`config.mk`:
```
export PLATFORM = sky130hd
export DESIGN_NAME = cache_line_refill_ctrl
export DESIGN_NICKNAME = d
export VERILOG_FILES = /design/src/rtl/cache_line_refill_ctrl.sv
export SDC_FILE = /design/constraint.sdc
export NUM_CORES = 1
export LEC_CHECK = 0
export BUFFER_PORTS_ARGS = -buffer_cell sky130_fd_sc_hd__buf_2
export CAP_MARGIN = 10
export CORE_ASPECT_RATIO = 0.9
export CORE_MARGIN = 2
export CORE_UTILIZATION = 45
export DETAILED_ROUTE_END_ITERATION = 10
export PLACE_DENSITY = 0.8
export SYNTH_ARGS = -nofsm -noshare
export SYNTH_HDL_FRONTEND = slang
export SYNTH_SLANG_ARGS = --single-unit
```
`constraint.sdc`:
```
create_clock -name clk -period 2.2 [get_ports clk]
set_input_delay 0.11 -clock clk [delete_from_list [all_inputs] [get_ports clk]]
set_output_delay 0.11 -clock clk [all_outputs]
set_load 0.02 [all_outputs]
```
`src/rtl/cache_line_refill_ctrl.sv`:
```
`default_nettype none
// ============================================================================
//  Module   : cache_line_refill_ctrl
//  Purpose  : Sequences a full 8-word cache-line replacement after a miss.
//             A dirty victim is first written back as 8 beats (words 0..7).
//             The new line is then fetched as 8 beats over a req/ack
//             handshake. Each fetched word is written into the line through
//             a one-hot word enable, and the tag is updated last.
//  Option   : CRITICAL_WORD_FIRST_EN
//               defined   - fill starts at the missed word and wraps 7->0;
//                           stall_release pulses when that word is written.
//               undefined - fill starts at word 0; stall_release pulses
//                           together with done.
//  Ports    : clk, rst_n (sync, active low)
//             miss_req/miss_addr/victim_dirty/victim_addr : miss request
//             busy, done, stall_release                   : status to cache
//             mem_req/mem_we/mem_addr/mem_wdata/
//             mem_ack/mem_rdata                           : memory beats
//             line_rd_word/line_rdata                     : victim word read
//             line_we/word_enable/line_wdata/tag_we       : line/tag update
//  Revision : 1.0  initial release
// ============================================================================
module cache_line_refill_ctrl #(
    parameter int ADDR_W = 32,
    parameter int DATA_W = 32
) (
    input  logic              clk,
    input  logic              rst_n,
    input  logic              miss_req,
    input  logic [ADDR_W-1:0] miss_addr,
    input  logic              victim_dirty,
    input  logic [ADDR_W-1:0] victim_addr,
    output logic              busy,
    output logic              done,
    output logic              stall_release,
    output logic              mem_req,
    output logic              mem_we,
    output logic [ADDR_W-1:0] mem_addr,
    output logic [DATA_W-1:0] mem_wdata,
    input  logic              mem_ack,
    input  logic [DATA_W-1:0] mem_rdata,
    output logic [2:0]        line_rd_word,
    input  logic [DATA_W-1:0] line_rdata,
    output logic              line_we,
    output logic [7:0]        word_enable,
    output logic [DATA_W-1:0] line_wdata,
    output logic              tag_we
);

    localparam logic [2:0] c_LAST_BEAT = 3'd7;

    typedef enum logic [2:0] {
        S_IDLE    = 3'd0,
        S_WB      = 3'd1,
        S_WB_GAP  = 3'd2,
        S_FILL    = 3'd3,
        S_FILL_WR = 3'd4,
        S_DONE    = 3'd5
    } state_t;

    state_t            r_state;
    state_t            w_state_next;
    logic [2:0]        r_k;
    logic [2:0]        w_k_next;
    logic [ADDR_W-6:0] r_miss_line;
    logic [ADDR_W-6:0] r_victim_line;
    logic [DATA_W-1:0] r_fill_data;
    logic [2:0]        r_fill_w;
    logic              w_latch;
    logic              w_capture;
    logic [2:0]        w_start;
    logic [2:0]        w_word;
    logic              w_unused;

`ifdef CRITICAL_WORD_FIRST_EN
    logic [2:0]        r_crit_word;
    assign w_start = r_crit_word;
`else
    assign w_start = 3'd0;
`endif

    // Fill word index wraps naturally in 3 bits.
    assign w_word = w_start + r_k;

    // Byte offset bits of the request addresses are only partly consumed.
    assign w_unused = &{1'b0, miss_addr[4:0], victim_addr[4:0]};

    always_ff @(posedge clk) begin
        if (!rst_n) begin
            r_state       <= S_IDLE;
            r_k           <= 3'd0;
            r_miss_line   <= '0;
            r_victim_line <= '0;
            r_fill_data   <= '0;
            r_fill_w      <= 3'd0;
`ifdef CRITICAL_WORD_FIRST_EN
            r_crit_word   <= 3'd0;
`endif
        end else begin
            r_state <= w_state_next;
            r_k     <= w_k_next;
            if (w_latch) begin
                r_miss_line   <= miss_addr[ADDR_W-1:5];
                r_victim_line <= victim_addr[ADDR_W-1:5];
`ifdef CRITICAL_WORD_FIRST_EN
                r_crit_word   <= miss_addr[4:2];
`endif
            end
            if (w_capture) begin
                r_fill_data <= mem_rdata;
                r_fill_w    <= w_word;
            end
        end
    end

    always_comb begin
        w_state_next  = r_state;
        w_k_next      = r_k;
        w_latch       = 1'b0;
        w_capture     = 1'b0;
        busy          = (r_state != S_IDLE);
        done          = 1'b0;
        stall_release = 1'b0;
        mem_req       = 1'b0;
        mem_we        = 1'b0;
        mem_addr      = '0;
        mem_wdata     = '0;
        line_rd_word  = 3'd0;
        line_we       = 1'b0;
        word_enable   = 8'd0;
        line_wdata    = '0;
        tag_we        = 1'b0;

        case (r_state)
            S_IDLE: begin
                if (miss_req) begin
                    w_latch      = 1'b1;
                    w_k_next     = 3'd0;
                    w_state_next = victim_dirty ? S_WB : S_FILL;
                end
            end
            S_WB: begin
                // Victim words always go out in order 0..7.
                mem_req      = 1'b1;
                mem_we       = 1'b1;
                line_rd_word = r_k;
                mem_addr     = {r_victim_line, r_k, 2'b00};
                mem_wdata    = line_rdata;
                if (mem_ack) begin
                    w_state_next = S_WB_GAP;
                end
            end
            S_WB_GAP: begin
                if (r_k == c_LAST_BEAT) begin
                    w_k_next     = 3'd0;
                    w_state_next = S_FILL;
                end else begin
                    w_k_next     = r_k + 3'd1;
                    w_state_next = S_WB;
                end
            end
            S_FILL: begin
                mem_req  = 1'b1;
                mem_addr = {r_miss_line, w_word, 2'b00};
                if (mem_ack) begin
                    w_capture    = 1'b1;
                    w_state_next = S_FILL_WR;
                end
            end
            S_FILL_WR: begin
                line_we     = 1'b1;
                word_enable = 8'd1 << r_fill_w;
                line_wdata  = r_fill_data;
`ifdef CRITICAL_WORD_FIRST_EN
                stall_release = (r_fill_w == r_crit_word);
`endif
                if (r_k == c_LAST_BEAT) begin
                    w_state_next = S_DONE;
                end else begin
                    w_k_next     = r_k + 3'd1;
                    w_state_next = S_FILL;
                end
            end
            S_DONE: begin
                tag_we = 1'b1;
                done   = 1'b1;
`ifndef CRITICAL_WORD_FIRST_EN
                stall_release = 1'b1;
`endif
                w_state_next = S_IDLE;
            end
            default: begin
                w_state_next = S_IDLE;
            end
        endcase
    end

endmodule
`default_nettype wire

```
==> reports/results.txt, run 1 <==
Outcome = completed
Yosys warns = 0
Share of cells above drive strength 1 = 34.6%
Initial Utilization = 47.0%
Rows = 34
R2R Path Start = r_state[1]$_SDFFE_PN0P_
Hold Path Depth = 3
Distinct cells, synth = 41
Commonest non-fill, non-tap cells in the layout = buf_2, nand2_1, dfxtp_1, and2_1, a21boi_1
CP Class = reg -> out
Reg2Reg Capture Point = r_victim_line[20]$_SDFFE_PN0P_
Critical Path RT = 2.09 ns
Power Dens Cells = 732 nW/um^2
EDFF count, synth = 0
Register area = 1900 um^2
DRT Pass-1 Iters = 4
Routed via count = 4454
Setup TNS = 0 ns
Setup Viol. Count Final = 0
Starting DRC count in detailed routing = 291
Avg Inst Size Synth = 8.19 um^2
CP startpoint = r_state[0]$_SDFFE_PN0P_
Clk buf depth = 2
TritonCTS clock tree = done
Slew HR = 65.2%
Filler instances = 844
Hold Path End = r_miss_line[9]$_SDFFE_PN0P_
Global Route Usage Sum = 21.1%
IO Count = 247
MaxCap Viol Count = 0
Leakage = 0.00290 uW
HP Start = miss_addr[14]
Overflow after GRT = 0
R2r worst-path depth = 4
Fin util = 62.3%
Switch Pwr = 1230 uW
Slew Viols, Final = 0
Instance count of the mapped netlist = 561
Unrepaired setup endpoints after global routing = no
Chip width = 111 um
Period utilization = 89.2%
CTS root buffer = clkbuf_16
Total power = 4460 uW
DP HPWL = 8.63 mm
Hold WC Path Type = in -> reg
Core area = 9780 um^2
Post-synthesis register bit count = 95
Nets = 904
Footprint of the multi-input gates = 2390 um^2
Drt drc = 0
WL/cell = 13.5 um
Int Pwr = 3230 uW
Clock power share = 38.7%
VDD IR-drop max = 0.465 mV
Top_reg_cell synth = dfxtp_1
Largest net degree at the start of global routing = 55
Arrival @ worst endpoint = 1.85 ns
Initial antenna violation count = 1
# port buffers = 234
FMAX = 509 MHz
Switching Fraction = 27.5%
Later-pin clock latency in the skew report = 0.33 ns
Critical Path Fanout Max = 52
Combinational power share = 18.4%
First-pass GRT wire length = 19.7 mm
Most common cell after layout, fill and taps aside = buf_2
Final hold viol count = 0
Crit end category = output port
Htree depth = 3
Routed wire length = 12.1 mm
TritonCTS Buffers = 9
Mapped Area = 4600 um^2
Routability cong. = 0.815
Die Ht = 99.9 um
Actual transition at the worst max-transition pin = 0.522 ns
TritonCTS Sinks = 95
Post-DRT Antenna Nets = 0
Via density = 4.95
Seq pwr share = 42.9%
Minimum clock period = 1.96 ns
Area Growth Syn to Fin = 32.6%
Die area = 11000 um^2
FFs w/ async S/R, synth = 0%
Reg clk slew, reported paths = 0.07 ns
R2r setup slk = 0.45 ns
Startpoint Class = flop
Clk_skew = 0.00848 ns
Vias in the first global route = 4203
# hold bufs at CTS = 0
Register area share after synthesis = 41.4%
Ant diodes = 0
layer usage:
layer / track usage [%] / wire, um / share of wire [%] / vias to the layer above
li1: - / - / - / 2261
met1: 25.8 / 5260 / 43 / 2030
met2: 36.6 / 5830 / 48 / 145
met3: 6.64 / 885 / 7.3 / 16
met4: 5.38 / 139 / 1.1 / 2
met5: 0 / 10 / 0.083 / -
metrics by stage:
| stage | hold WS [ns] | worst slack [ns] | cell area (um^2) | instances |
|---|---|---|---|---|
| final | 0.0121 | 0.237 | 6090 | 900 |
| after global routing | 0.00580 | 0.116 | 6090 | 900 |
| after CTS | 0.000745 | 0.0476 | 6080 | 900 |
| after detailed placement | 0.359 | 0.0627 | 5740 | 884 |
| after global placement | 0.350 | 0.236 | 5740 | 884 |
| after floorplan | 0.245 | 0.612 | 4600 | 562 |
cells by family after synthesis:
| kind of cell | synth area share, % |
|---|---|
| and+or+nand+nor | 29.4 |
| AOI/OAI and AO/OA | 21.2 |
| DFF | 41.4 |
| buffers and inverters | 7.00 |
| adders and majority gates | 0.544 |
| other | 0.0816 |
| xor gates and xnor gates | 0.191 |
| muxes | 0.218 |
power by group through the flow:
stage / clock network (uW) / registers [uW] / logic, uW
2_1_floorplan: 0 / 1910 / 601
3_3_place_gp: 0 / 1940 / 802
3_5_place_dp: 0 / 1950 / 823
4_1_cts: 1770 / 1910 / 827
5_1_grt: 1840 / 1930 / 902
6_report: 1730 / 1910 / 820
registers in the layout, indices dropped and copies added (netlist names):
name,count
r_k,3
r_fill_w,3
r_fill_data,32
r_miss_line,27
r_state,3
r_victim_line,27
timing repair:
action                     CTS  global route
setup endpoints to repair    0           119
resized for setup            0             3
setup buffers                0             0
area by class of cell:
type	instances	share of cell area (%)
sequential	95	31.2
tap	126	2.59
timing repair buffer	245	21.2
inverter	3	0.185
clock buffer	11	4.15
clock inverter	5	1.42
multi-input combinational	415	39.2
Yosys cell counts, types with 6 or more instances:
master      n  area (um^2)
dfxtp_1    95         1900
clkbuf_1   15         56.3
and2_1     71          444
buf_2      17         85.1
buf_6      11          124
buf_4       6         45.0
a21boi_0   39          293
a22o_1     27          236
a21boi_1   50          375
nand2_1   186          698
how the worst max path moves through the flow:
stage	depth (start not counted)	slack, ns	end
after floorplan	6	0.61	word_enable[6]
after global routing	6	0.12	word_enable[6]
final	5	0.24	mem_addr[29]
after CTS	5	0.05	mem_addr[29]
after detailed placement	3	0.06	r_fill_data[26]$_SDFFE_PN0P_
after global placement	3	0.24	r_fill_data[30]$_SDFFE_PN0P_
worst max-delay path, stage by stage (launching register included):
cell	delay, ns
dfxtp_2	0.52
inv_1	0.17
nor3_4	0.20
buf_12	0.25
a22o_1	0.20
buf_2	0.17
(Power assumes the default switching activity.)
==> run 2: changes to the inputs <==
--- a/config.mk
+++ b/config.mk
@@ -7,11 +7,13 @@
 export LEC_CHECK = 0
 export BUFFER_PORTS_ARGS = -buffer_cell sky130_fd_sc_hd__buf_2
 export CAP_MARGIN = 10
+export CELL_PAD_IN_SITES_DETAIL_PLACEMENT = 0
+export CELL_PAD_IN_SITES_GLOBAL_PLACEMENT = 2
 export CORE_ASPECT_RATIO = 0.9
 export CORE_MARGIN = 2
-export CORE_UTILIZATION = 45
+export CORE_UTILIZATION = 24
 export DETAILED_ROUTE_END_ITERATION = 10
-export PLACE_DENSITY = 0.8
+export PLACE_DENSITY_LB_ADDON = 0.1
 export SYNTH_ARGS = -nofsm -noshare
 export SYNTH_HDL_FRONTEND = slang
 export SYNTH_SLANG_ARGS = --single-unit
==> run 2 against run 1 <==
Against the previous run:
- worst setup slack got worse by 0.13 ns
- sequential share of layout area decreased by 3.0 points
- wire length increased by 20%
- critical endpoint is now mem_addr[20]
- critical path type unchanged
- largest cell class unchanged
- utilization decreased by 26 points
- clock skew increased by 0.00051 ns
- non-clock buffer count increased by 52
==> reports/results.txt, run 2 (same netlist as run 1, synthesis figures left out) <==
FMAX = 477 MHz (-6.3%)
Die Ht = 135 um (+35%)
R2r setup slk = 0.44 ns (about the same)
Via density = 4.27 (-14%)
Unrepaired setup endpoints after global routing = no
Initial Utilization = 24.7% (-22 points)
Switching Fraction = 27.8% (+0.26 points)
R2R Path Start = r_state[1]$_SDFFE_PN0P_
Final hold viol count = 0 (unchanged)
TritonCTS clock tree = done
CTS root buffer = clkbuf_16
Switch Pwr = 1270 uW (+3.7%)
Crit path max-delay family = buffers and inverters
Rows = 47 (+38%)
Slew HR = 61.4% (-3.8 points)
Seq pwr share = 41.3% (-1.6 points)
Largest net degree at the start of global routing = 98 (+78%)
Max FFs per register = 32 (unchanged)
Reg clk slew, reported paths = 0.06 ns (about the same)
Global Route Usage Sum = 14.1% (-7.1 points)
Post-DRT Antenna Nets = 0 (unchanged)
Routed wire length = 14.6 mm (+20%)
Period utilization = 95.2% (+6.0 points)
Hold WC Path Type = in -> reg
Setup TNS = 0 ns (unchanged)
Leakage = 0.00311 uW (+7.1%)
Reg2Reg Capture Point = r_victim_line[26]$_SDFFE_PN0P_
Routability cong. = 0.691 (-15%)
Arrival @ worst endpoint = 1.98 ns (+0.13 ns)
Setup Viol. Count Final = 0 (unchanged)
First-pass GRT wire length = 22.6 mm (+15%)
WL/cell = 13.6 um (+1.1%)
Outcome = completed
Clk buf depth = 2 (unchanged)
Initial antenna violation count = 1 (unchanged)
Startpoint Class = flop
Routed via count = 4575 (+2.7%)
Vias in the first global route = 4470 (+6.4%)
Actual transition at the worst max-transition pin = 0.579 ns (+0.0577 ns)
Combinational power share = 20.0% (+1.6 points)
DP HPWL = 9.92 mm (+15%)
Ant diodes = 0 (unchanged)
R2r worst-path depth = 4 (unchanged)
Share of cells above drive strength 1 = 33.1% (-1.6 points)
Hold Path Depth = 3 (unchanged)
Drt drc = 0 (unchanged)
Nets = 956 (+5.8%)
Slowest-stage cell, CP = dfxtp_1
Clock power share = 38.8% (about the same)
Top reg by flops = r_fill_data
Chip width = 150 um (+36%)
TritonCTS Sinks = 95 (unchanged)
Htree depth = 3 (unchanged)
Die area = 20300 um^2 (+84%)
VDD IR-drop max = 0.328 mV (-30%)
Slew Viols, Final = 0 (unchanged)
Crit path cell chain = buf_4 > and3b_1 > buf_6 > a22o_1 > buf_2
Critical Path RT = 2.09 ns (about the same)
CP Class = reg -> out
Area Growth Syn to Fin = 46.4%
CP startpoint = r_state[1]$_SDFFE_PN0P_
Core area = 18600 um^2 (+90%)
DRT Pass-1 Iters = 4 (unchanged)
Crit end category = output port
Overflow after GRT = 0 (unchanged)
Fin util = 36.2% (-26 points)
# port buffers = 234 (unchanged)
Starting DRC count in detailed routing = 148 (-49%)
Commonest non-fill, non-tap cells in the layout = buf_2, nand2_1, dfxtp_1, and2_1, a21boi_1
Top Registers = r_fill_data (32), r_miss_line (27), r_victim_line (27)
Critical Path Fanout Max = 27 (-48%)
IO Count = 247 (unchanged)
Later-pin clock latency in the skew report = 0.34 ns (about the same)
Hold Path End = r_miss_line[2]$_SDFFE_PN0P_
Filler instances = 2037 (+140%)
HP Start = miss_addr[7]
Int Pwr = 3310 uW (+2.4%)
Buffers & Inverters on Critical Path = 3 (unchanged)
MaxCap Viol Count = 0 (unchanged)
Critical path's largest stage delay = 0.54 ns (+0.02 ns)
TritonCTS Buffers = 9 (unchanged)
Minimum clock period = 2.09 ns (+0.132 ns)
Power Dens Cells = 681 nW/um^2 (-7.0%)
Clk_skew = 0.00898 ns (+0.000506 ns)
Most common cell after layout, fill and taps aside = buf_2
[run 2: cell count changes in the layout (fill, tap and decap cells not counted), moves of 2 or more]
cell / change
buf_12: -2
buf_4: +5
dlygate4sd3_1: +48
inv_6: -2
[run 2: cell type report]
cell class,instances,area [um^2],share of cell area [%]
multi-input combinational,415,2380,35.4
sequential,95,1900,28.3
timing repair buffer,297,1780,26.5
tap,245,307,4.56
clock buffer,12,267,3.96
clock inverter,4,76.3,1.13
inverter,3,11.3,0.167
[run 2: layer usage]
metal  track usage [%]  routed length [um]  vias to the layer above
met1              16.0                6300                     2101
met4              3.14                 132                        2
met5                 0                  13                        -
met2              25.2                7130                      108
li1                  -                   -                     2352
met3              4.98                 998                       12
[run 2: what timing repair did]
| item | 4_1_cts | 5_1_grt |
|---|---|---|
| hold buffers | 48 | 0 |
| endpoints found under the hold margin | 48 | 0 |
| setup endpoints to repair | 1 | 33 |
| gates resized for setup | 1 | 3 |
| buffers inserted | 0 | 0 |
[run 2: stage by stage]
step | setup slack, ns | hold WS, ns | area [um^2] | total power [uW] | instances
floorplan | 0.612 | 0.245 | 4600 | 2510 | 562
global placement | 0.409 | 0.355 | 5900 | 2780 | 1007
detailed placement | 0.382 | 0.356 | 5900 | 2800 | 1007
CTS | 0.0166 | 0.0000128 | 6730 | 4680 | 1071
global route | 0.00625 | 0.00725 | 6730 | 4820 | 1071
finish | 0.105 | 0.0124 | 6730 | 4580 | 1071
[run 2: power by group through the flow]
stage	combinational [uW]	clock, uW	sequential (uW)
CTS	934	1860	1890
floorplan	601	0	1910
detailed placement	864	0	1930
finish	915	1780	1890
global placement	853	0	1930
global route	1010	1910	1910
[run 2: how the worst max path moves through the flow]
stage | endpoint | slack (ns) | cells past startpoint
3_5_place_dp | mem_addr[21] | 0.38 | 5
6_report | mem_addr[20] | 0.11 | 5
5_1_grt | mem_addr[20] | 0.006 | 5
2_1_floorplan | word_enable[6] | 0.61 | 6
4_1_cts | word_enable[6] | 0.02 | 7
3_3_place_gp | mem_addr[21] | 0.41 | 5
[run 2: worst reg2reg max path, stage by stage, from the launching register on]
cell      delay [ns]
dfxtp_1         0.41
or4b_2          0.66
buf_4           0.31
nand2_1         0.17
a21boi_0        0.09
==> run 3: changes to the inputs <==
--- a/config.mk
+++ b/config.mk
@@ -9,7 +9,7 @@
 export CAP_MARGIN = 10
 export CELL_PAD_IN_SITES_DETAIL_PLACEMENT = 0
 export CELL_PAD_IN_SITES_GLOBAL_PLACEMENT = 2
-export CORE_ASPECT_RATIO = 0.9
+export CORE_ASPECT_RATIO = 1.5
 export CORE_MARGIN = 2
 export CORE_UTILIZATION = 24
 export DETAILED_ROUTE_END_ITERATION = 10
==> run 3 against run 2 <==
Against the previous run:
- power down 3.0%
- clock skew down 0.0047 ns
- clock power down 10%
- sequential cell count unchanged
- count of clock-buffer cells in the layout down 3
- die area up 0.11%
- wire length up 1.4%
- final cell count up 2.7%
- first-iteration DRC count up 9.5%
- largest cell class unchanged
==> reports/results.txt, run 3 (same netlist as run 1, synthesis figures left out) <==
Setup TNS = 0 ns (unchanged)
Initial antenna violation count = 0 (-1)
Die Ht = 173 um (+28%)
Leakage = 0.00316 uW (+1.8%)
Top Registers = r_fill_data (32), r_miss_line (27), r_victim_line (27)
Critical Path RT = 2.09 ns (about the same)
Arrival @ worst endpoint = 1.87 ns (-0.11 ns)
Crit path cell chain = nor2b_2 > nand2_2 > inv_1 > buf_12 > nand2_1 > nor3b_1 > buf_2
Post-DRT Antenna Nets = 0 (unchanged)
Buffers & Inverters on Critical Path = 3 (unchanged)
VDD IR-drop max = 0.317 mV (-3.3%)
Commonest non-fill, non-tap cells in the layout = buf_2, nand2_1, dfxtp_1, and2_1, dlygate4sd3_1
Max FFs per register = 32 (unchanged)
Placed cells = 1016 (+0.89%)
Drt drc = 0 (unchanged)
Die area = 20300 um^2 (+0.11%)
Htree depth = 3 (unchanged)
Clk buf depth = 2 (unchanged)
TritonCTS Sinks = 95 (unchanged)
Ant diodes = 0 (unchanged)
Starting DRC count in detailed routing = 162 (+9.5%)
Top reg by flops = r_fill_data
Vias in the first global route = 4720 (+5.6%)
Clk_skew = 0.00430 ns (-0.00469 ns)
Slowest-stage cell, CP = dfxtp_2
Power Dens Cells = 644 nW/um^2 (-5.5%)
Dpl cell area = 5910 um^2 (+0.19%)
Most common cell after layout, fill and taps aside = buf_2
DP HPWL = 10.1 mm (+1.9%)
Global Route Usage Sum = 14.7% (+0.65 points)
Critical Path Fanout Max = 35 (+30%)
HP Start = miss_addr[25]
WL/cell = 13.4 um (-1.3%)
Via density = 4.25 (-0.49%)
R2r setup slk = 0.42 ns (-0.02 ns)
FMAX = 504 MHz (+5.6%)
Core area = 18900 um^2 (+1.9%)
Initial Utilization = 24.3% (-0.45 points)
Slew Viols, Final = 0 (unchanged)
Slew HR = 60.4% (-0.96 points)
# port buffers = 234 (unchanged)
TritonCTS Buffers = 9 (unchanged)
Hold WC Path Type = in -> reg
Routability cong. = 0.733 (+6.0%)
Final hold viol count = 0 (unchanged)
R2r worst-path depth = 4 (unchanged)
IO Count = 247 (unchanged)
First-pass GRT wire length = 23.4 mm (+3.6%)
Nets = 974 (+1.9%)
Hold Path End = r_miss_line[20]$_SDFFE_PN0P_
Design area = 6910 um^2 (+2.6%)
Reg clk slew, reported paths = 0.07 ns (about the same)
Hold Path Depth = 3 (unchanged)
Crit end category = output port
Minimum clock period = 1.98 ns (-0.110 ns)
DP Worst Slack = 0.277 ns (-0.105 ns)
Crit path max-delay family = simple AND/OR/NAND/NOR gates
TritonCTS clock tree = done
Period utilization = 90.2% (-5.0 points)
WHS = 0.0188 ns (+0.00645 ns)
Share of cells above drive strength 1 = 32.1% (-0.94 points)
Largest net degree at the start of global routing = 64 (-35%)
Critical path's largest stage delay = 0.42 ns (-0.12 ns)
Routed via count = 4676 (+2.2%)
MaxCap Viol Count = 0 (unchanged)
Later-pin clock latency in the skew report = 0.34 ns (about the same)
Outcome = completed
Actual transition at the worst max-transition pin = 0.594 ns (+0.0145 ns)
Fin worst setup slack = 0.216 ns (+0.110 ns)
CP Class = reg -> out
Rows = 62 (+32%)
DRT Pass-1 Iters = 4 (unchanged)
Chip width = 117 um (-22%)
Layout Cells excl Fill = 1100 (+2.7%)
Area Growth Syn to Fin = 50.3%
Setup Viol. Count Final = 0 (unchanged)
CTS root buffer = clkbuf_16
Routed wire length = 14.8 mm (+1.4%)
R2R Path Start = r_state[1]$_SDFFE_PN0P_
Reg2Reg Capture Point = r_victim_line[26]$_SDFFE_PN0P_
Overflow after GRT = 0 (unchanged)
Startpoint Class = flop
## run 3: cell type report
cell class,count,area [um^2]
Fill cell,2089,12000
Inverter,3,11.3
Timing Repair Buffer,315,1990
Multi-Input combinational cell,415,2390
Tap cell,256,320
Clock inverter,7,72.6
Sequential cell,95,1900
Clock buffer,9,225
## run 3: repair_timing
action	4_1_cts	5_1_grt
buffers inserted	0	0
hold buffers	68	0
resized for setup	2	4
hold endpoints to repair	68	0
setup endpoints to repair	4	3
## run 3: where the power goes
part	internal, uW	switching [uW]
Sequential	1830	67.1
Clock	884	714
Combinational	420	532
Total	3130	1310
## run 3: worst max-delay path by stage
stage	start	to	slack, ns	cells past startpoint
2_1_floorplan	r_state[2]$_SDFFE_PN0P_	word_enable[6]	0.61	6
3_3_place_gp	r_state[2]$_SDFFE_PN0P_	word_enable[6]	0.26	7
3_5_place_dp	r_state[2]$_SDFFE_PN0P_	word_enable[6]	0.28	7
4_1_cts	r_state[2]$_SDFFE_PN0P_	word_enable[6]	0.05	7
5_1_grt	r_state[2]$_SDFFE_PN0P_	word_enable[6]	-0.001	7
6_report	r_state[2]$_SDFFE_PN0P_	word_enable[6]	0.22	7
## run 3: worst min-delay path, cell delays in order
cell      delay [ns]
buf_2           0.10
nand2_1         0.05
a21boi_1        0.05
## run 3: through the flow
stage               total power, uW  utilization [%]
floorplan                      2510                -
global placement               2790             31.2
detailed placement             2810             31.2
CTS                            4550             36.4
global route                   4730             36.5
finish                         4450             36.5
## run 3: per-layer routing
metal / wire length (um) / global-route usage, % / up-vias
li1: - / - / 2390
met1: 6380 / 17.4 / 2151
met2: 7390 / 25.6 / 120
met3: 776 / 3.71 / 15
met4: 237 / 4.80 / 0
met5: 0 / 0 / -
